`config.mk`:
```
export PLATFORM = sky130hd
export DESIGN_NAME = pipelined_addsub
export DESIGN_NICKNAME = d
export VERILOG_FILES = /design/src/rtl/arith_pkg.sv /design/src/rtl/addsub_chunk.sv /design/src/rtl/pipelined_addsub.sv
export SDC_FILE = /design/constraint.sdc
export NUM_CORES = 1
export LEC_CHECK = 0
export ABC_AREA = 1
export CAP_MARGIN = 0
export CORE_MARGIN = 2
export CORE_UTILIZATION = 51
export DETAILED_ROUTE_END_ITERATION = 10
export GPL_ROUTABILITY_DRIVEN = 1
export PLACE_DENSITY = 0.79
export SETUP_SLACK_MARGIN = 0.05
export SYNTH_ARGS = -nofsm -noshare
export SYNTH_HDL_FRONTEND = slang
export SYNTH_SLANG_ARGS = --single-unit
```
`constraint.sdc`:
```
create_clock -name clk -period 4.6 [get_ports clk]
set_input_delay 0.69 -clock clk [delete_from_list [all_inputs] [get_ports clk]]
set_output_delay 0.69 -clock clk [all_outputs]
set_load 0.01 [all_outputs]
```
`src/rtl/arith_pkg.sv`:
```
// arith_pkg: shared mode constants and pipeline sizing helpers for the add/sub unit
package arith_pkg;
    localparam logic ADD = 1'b0;
    localparam logic SUB = 1'b1;
    function automatic int nstages(input int width, input int chunk);
        return width / chunk;
    endfunction
    function automatic bit cfg_ok(input int width, input int chunk);
        return chunk >= 1 && chunk <= width && (width % chunk) == 0;
    endfunction
endpackage

```
`src/rtl/addsub_chunk.sv`:
```
// addsub_chunk: combinational CHUNK-bit adder slice
//   a_i, b_i : slice operands (b already conditionally inverted)
//   c_i      : carry into the slice
//   s_o      : slice sum
//   c_o      : carry out of the slice MSB
//   cm_o     : carry into the slice MSB
module addsub_chunk #(
    parameter int CHUNK = 4
) (
    input  logic [CHUNK-1:0] a_i,
    input  logic [CHUNK-1:0] b_i,
    input  logic             c_i,
    output logic [CHUNK-1:0] s_o,
    output logic             c_o,
    output logic             cm_o
);
    assign {c_o, s_o} = {1'b0, a_i} + {1'b0, b_i} + {{CHUNK{1'b0}}, c_i};
    // sum bit = a ^ b ^ carry_in, so the carry into the MSB falls out of the sum
    assign cm_o = s_o[CHUNK-1] ^ a_i[CHUNK-1] ^ b_i[CHUNK-1];
endmodule

```
`src/rtl/pipelined_addsub.sv`:
```
// pipelined_addsub: WIDTH-bit add/subtract, one CHUNK-bit slice per pipeline stage
//   in_valid/in_ready   : operand handshake (a, b, c_in, sub)
//   out_valid/out_ready : result handshake (sum, c_out, ovf)
//   latency NSTAGES cycles, one beat per cycle, whole pipe stalls on back-pressure
module pipelined_addsub
    import arith_pkg::*;
#(
    parameter int WIDTH = 16,
    parameter int CHUNK = 4
) (
    input  logic             clk,
    input  logic             rst,
    input  logic             in_valid,
    output logic             in_ready,
    input  logic [WIDTH-1:0] a,
    input  logic [WIDTH-1:0] b,
    input  logic             c_in,
    input  logic             sub,
    output logic             out_valid,
    input  logic             out_ready,
    output logic [WIDTH-1:0] sum,
    output logic             c_out,
    output logic             ovf
);
    localparam int NSTAGES = nstages(WIDTH, CHUNK);

    if (!cfg_ok(WIDTH, CHUNK)) begin : g_bad_cfg
        $error("pipelined_addsub: WIDTH must be a positive multiple of CHUNK");
    end

    logic             adv;
    logic             v_q [NSTAGES];
    logic [WIDTH-1:0] a_q [NSTAGES];
    logic [WIDTH-1:0] b_q [NSTAGES];
    logic [WIDTH-1:0] s_q [NSTAGES];
    logic             c_q [NSTAGES];
    logic             m_q [NSTAGES];

    assign adv      = !out_valid || out_ready;
    assign in_ready = adv;

    for (genvar k = 0; k < NSTAGES; k++) begin : g_st
        logic             v_d, c_prev, c_d, m_d;
        logic [WIDTH-1:0] a_d, b_d, s_prev, s_d;
        logic [CHUNK-1:0] sl;
        if (k == 0) begin : g_first
            assign v_d    = in_valid;
            assign a_d    = a;
            assign b_d    = (sub == SUB) ? ~b : b;
            assign c_prev = c_in ^ sub;
            assign s_prev = '0;
        end else begin : g_next
            assign v_d    = v_q[k-1];
            assign a_d    = a_q[k-1];
            assign b_d    = b_q[k-1];
            assign c_prev = c_q[k-1];
            assign s_prev = s_q[k-1];
        end
        addsub_chunk #(.CHUNK(CHUNK)) u_chunk (
            .a_i  (a_d[k*CHUNK +: CHUNK]),
            .b_i  (b_d[k*CHUNK +: CHUNK]),
            .c_i  (c_prev),
            .s_o  (sl),
            .c_o  (c_d),
            .cm_o (m_d)
        );
        always_comb begin
            s_d = s_prev;
            s_d[k*CHUNK +: CHUNK] = sl;
        end
        always_ff @(posedge clk or posedge rst) begin
            if (rst) begin
                v_q[k] <= 1'b0;
                a_q[k] <= '0;
                b_q[k] <= '0;
                s_q[k] <= '0;
                c_q[k] <= 1'b0;
                m_q[k] <= 1'b0;
            end else if (adv) begin
                v_q[k] <= v_d;
                a_q[k] <= a_d;
                b_q[k] <= b_d;
                s_q[k] <= s_d;
                c_q[k] <= c_d;
                m_q[k] <= m_d;
            end
        end
    end

    assign out_valid = v_q[NSTAGES-1];
    assign sum       = s_q[NSTAGES-1];
    assign c_out     = c_q[NSTAGES-1];
    // final slice MSB is bit WIDTH-1: carry in vs carry out gives signed overflow
    assign ovf       = c_q[NSTAGES-1] ^ m_q[NSTAGES-1];
endmodule
```
==> results.json <==
{
  "status": "completed",
  "fin_nets": 576,
  "firstDrtPassIters": 4,
  "wire_per_inst_um": 12.4,
  "p_per_area_nw_per_um2": 630,
  "fin_area_um2": 5140,
  "synth_warnings": 0,
  "grt_max_degree": 74,
  "peakVddDrop_v": 0.000295,
  "netlist.area_leader.share": 0.556,
  "combPwrFrac": 0.384,
  "synth_seq_area_share": 0.556,
  "synth_cell_types": 25,
  "syn-instance-count": 469,
  "cts_tree": "yes",
  "synth.avg_cell_area_um2": 9.31,
  "syn_nets": 527,
  "fin_skew_ps": 6.52,
  "critPathArrivalTime_ps": 2160,
  "cp-end-kind": "output pin",
  "ys_seq_elements": 97,
  "vias_per_cell": 4.89,
  "grt_pass1_wl_mm": 13.6,
  "cts_made_buffers": 9,
  "dp_hpwl_mm": 5.34,
  "grt-ovfl-total": 0,
  "dpl_worst_slack_ps": 1610,
  "synthFlopType": "dfrtp_1",
  "max_freq_mhz": 351,
  "p_leak_uw": 0.00254,
  "min_period_ps": 2850,
  "drt-total-wl_mm": 7.76,
  "start_kind": "primary input",
  "clock_latency_ps": 350,
  "clock_sinks": 97,
  "path_max_fanout": 23,
  "place_inst": 612,
  "setup_violations": 0,
  "drtAntennaViolNets": 0,
  "post-synth-top-count-cell": "nand2_1",
  "synthArstFlopShare": 1.00,
  "antenna_cells": 0,
  "synth_edf_count": 0,
  "drt_iter0_markers": 137,
  "syn_area_um2": 4370,
  "rsz0062_at_grt": "false",
  "worst_pin_slew_ps": 945,
  "min_path_type": "flop to flop",
  "clk_path_buf_depth": 2,
  "worstSetupPathType": "primary input to output pin",
  "root_buffer": "clkbuf_8",
  "setup_ws_ps": 1750,
  "holdWs_ps": 463,
  "cts_repair_resize_count": 0,
  "synth_top_cell_by_area": "dfrtp_1",
  "post-route-period-util": 0.619,
  "start_util": 0.529,
  "pin_count": 58,
  "portBuffers": 57,
  "clk_pin_slew_ps": 90,
  "yosys-top-cells-area": "dfrtp_1 56%, nand2_1 16%, o21ai_0 4.1%, fa_1 3.7%, ha_1 3.4%",
  "dieArea_um2": 9320,
  "relSlewSlack": 0.369,
  "fp.dieH_um": 96.5,
  "fin_tns_setup_ps": 0,
  "synthTopCellsByCount": "190 x nand2_1, 97 x dfrtp_1, 36 x o21ai_0, 30 x inv_1, 12 x ha_1",
  "fin_cells": 628,
  "post_dp_cell_area_um2": 4940,
  "htreeDepth": 3,
  "drive_gt1_frac": 0.0612,
  "vias": 3072,
  "max_cap_viol_count": 0,
  "intPower_uw": 2070,
  "rows": 33,
  "cp.required_ps": 3910,
  "drc": 0,
  "pwr-share-clk": 0.172,
  "switching_share": 0.362,
  "gp_congestion": 0.837,
  "final_max_slew_viol_count": 0,
  "grt_antenna_before_repair": 0,
  "hold_viol_final": 0,
  "postCtsHoldBufs": 0,
  "grt_pass1_vias": 3094,
  "syn_to_final_growth_pct": 17.8,
  "p_sw_uw": 1170,
  "die_w_um": 96.5,
  "postCtsSetupBuffers": 0,
  "groute.usage.overall": 0.190,
  "core_region_area_um2": 8260,
  "p_seq_frac": 0.444
}
[flip-flops by register name, summed over array words and instances (netlist names)]
| name | count |
|---|---|
| c_out | 1 |
| g_st.a_d | 24 |
| g_st.b_d | 24 |
| g_st.c_prev | 3 |
| g_st.s_prev | 24 |
| g_st.v_d | 3 |
| m_q | 1 |
| out_valid | 1 |
| sum | 16 |
[through the flow]
| step | util | power, µW |
|---|---|---|
| after floorplan | - | 2310 |
| after global placement | 0.598 | 2640 |
| after detailed placement | 0.598 | 2710 |
| after CTS | 0.623 | 3280 |
| after global routing | 0.623 | 3540 |
| final | 0.623 | 3240 |
[placed cells by master (no fill, tap or decap), drive strengths merged, types with 2 or more instances in the layout]
| master | n |
|---|---|
| xnor2 | 9 |
| o31ai | 2 |
| clkinv | 2 |
| nand3 | 9 |
| fa | 8 |
| or2 | 4 |
| nand3b | 2 |
| nand2 | 190 |
| xor2 | 10 |
| inv | 32 |
| buf | 5 |
| a21oi | 9 |
| nor2 | 13 |
| clkdlybuf4s50 | 57 |
| o21ai | 47 |
| clkbuf | 11 |
| ha | 12 |
| dfrtp | 97 |
[cell type report]
class                   count  area [µm²]
inverters                  31         119
well taps                 105         131
clock inverters             5        63.8
multi-input cells         317        1650
flip-flops and latches     97        2430
repair buffers             62         608
clock buffers              11         141
fillers                   698        3120
[critical path, stage by stage]
cell and delay, ps:
clkdlybuf4s50_1 450, or2_2 380, clkdlybuf4s50_1 620
[kinds of logic after synthesis]
logic type               synth area share
AND/OR/NAND/NOR                     0.197
flip-flops                          0.556
AO/OA/AOI/OAI                      0.0719
buffers and inverters              0.0659
adder cells (fa/ha/maj)            0.0711
XOR/XNOR                           0.0381
[routing by layer]
| metal | up-vias | wire [µm] | GRT usage |
|---|---|---|---|
| met1 | 1453 | 3730 | 0.255 |
| met2 | 49 | 3620 | 0.308 |
| li1 | 1557 | - | - |
| met4 | 0 | 178 | 0.0869 |
| met3 | 13 | 223 | 0.0264 |
| met5 | - | 0 | 0 |
[power by group through the flow]
stage,logic [µW],clock network (µW),registers [µW]
2_1_floorplan,866,0,1450
3_3_place_gp,1200,0,1440
3_5_place_dp,1250,0,1460
4_1_cts,1260,572,1440
5_1_grt,1440,607,1490
6_report,1250,557,1440
[worst paths after layout]
check                                         from                     endpoint  slack (ps)  cells past startpoint
max in group asynchronous                      rst  g_st[2].b_d[12]$_DFFE_PP0P_        2850                      3
setup / recovery                         out_ready                     in_ready        1750                      3
hold / removal             g_st[3].v_d$_DFFE_PP0P_        out_valid$_DFFE_PP0P_         460                      2
setup reg to reg             out_valid$_DFFE_PP0P_   g_st[3].c_prev$_DFFE_PP0P_        2320                      6
hold reg to reg            g_st[3].v_d$_DFFE_PP0P_        out_valid$_DFFE_PP0P_         460                      2
min in group asynchronous                      rst          sum[10]$_DFFE_PP0P_         860                      2
Note: power is estimated with default switching activity, not from simulation.
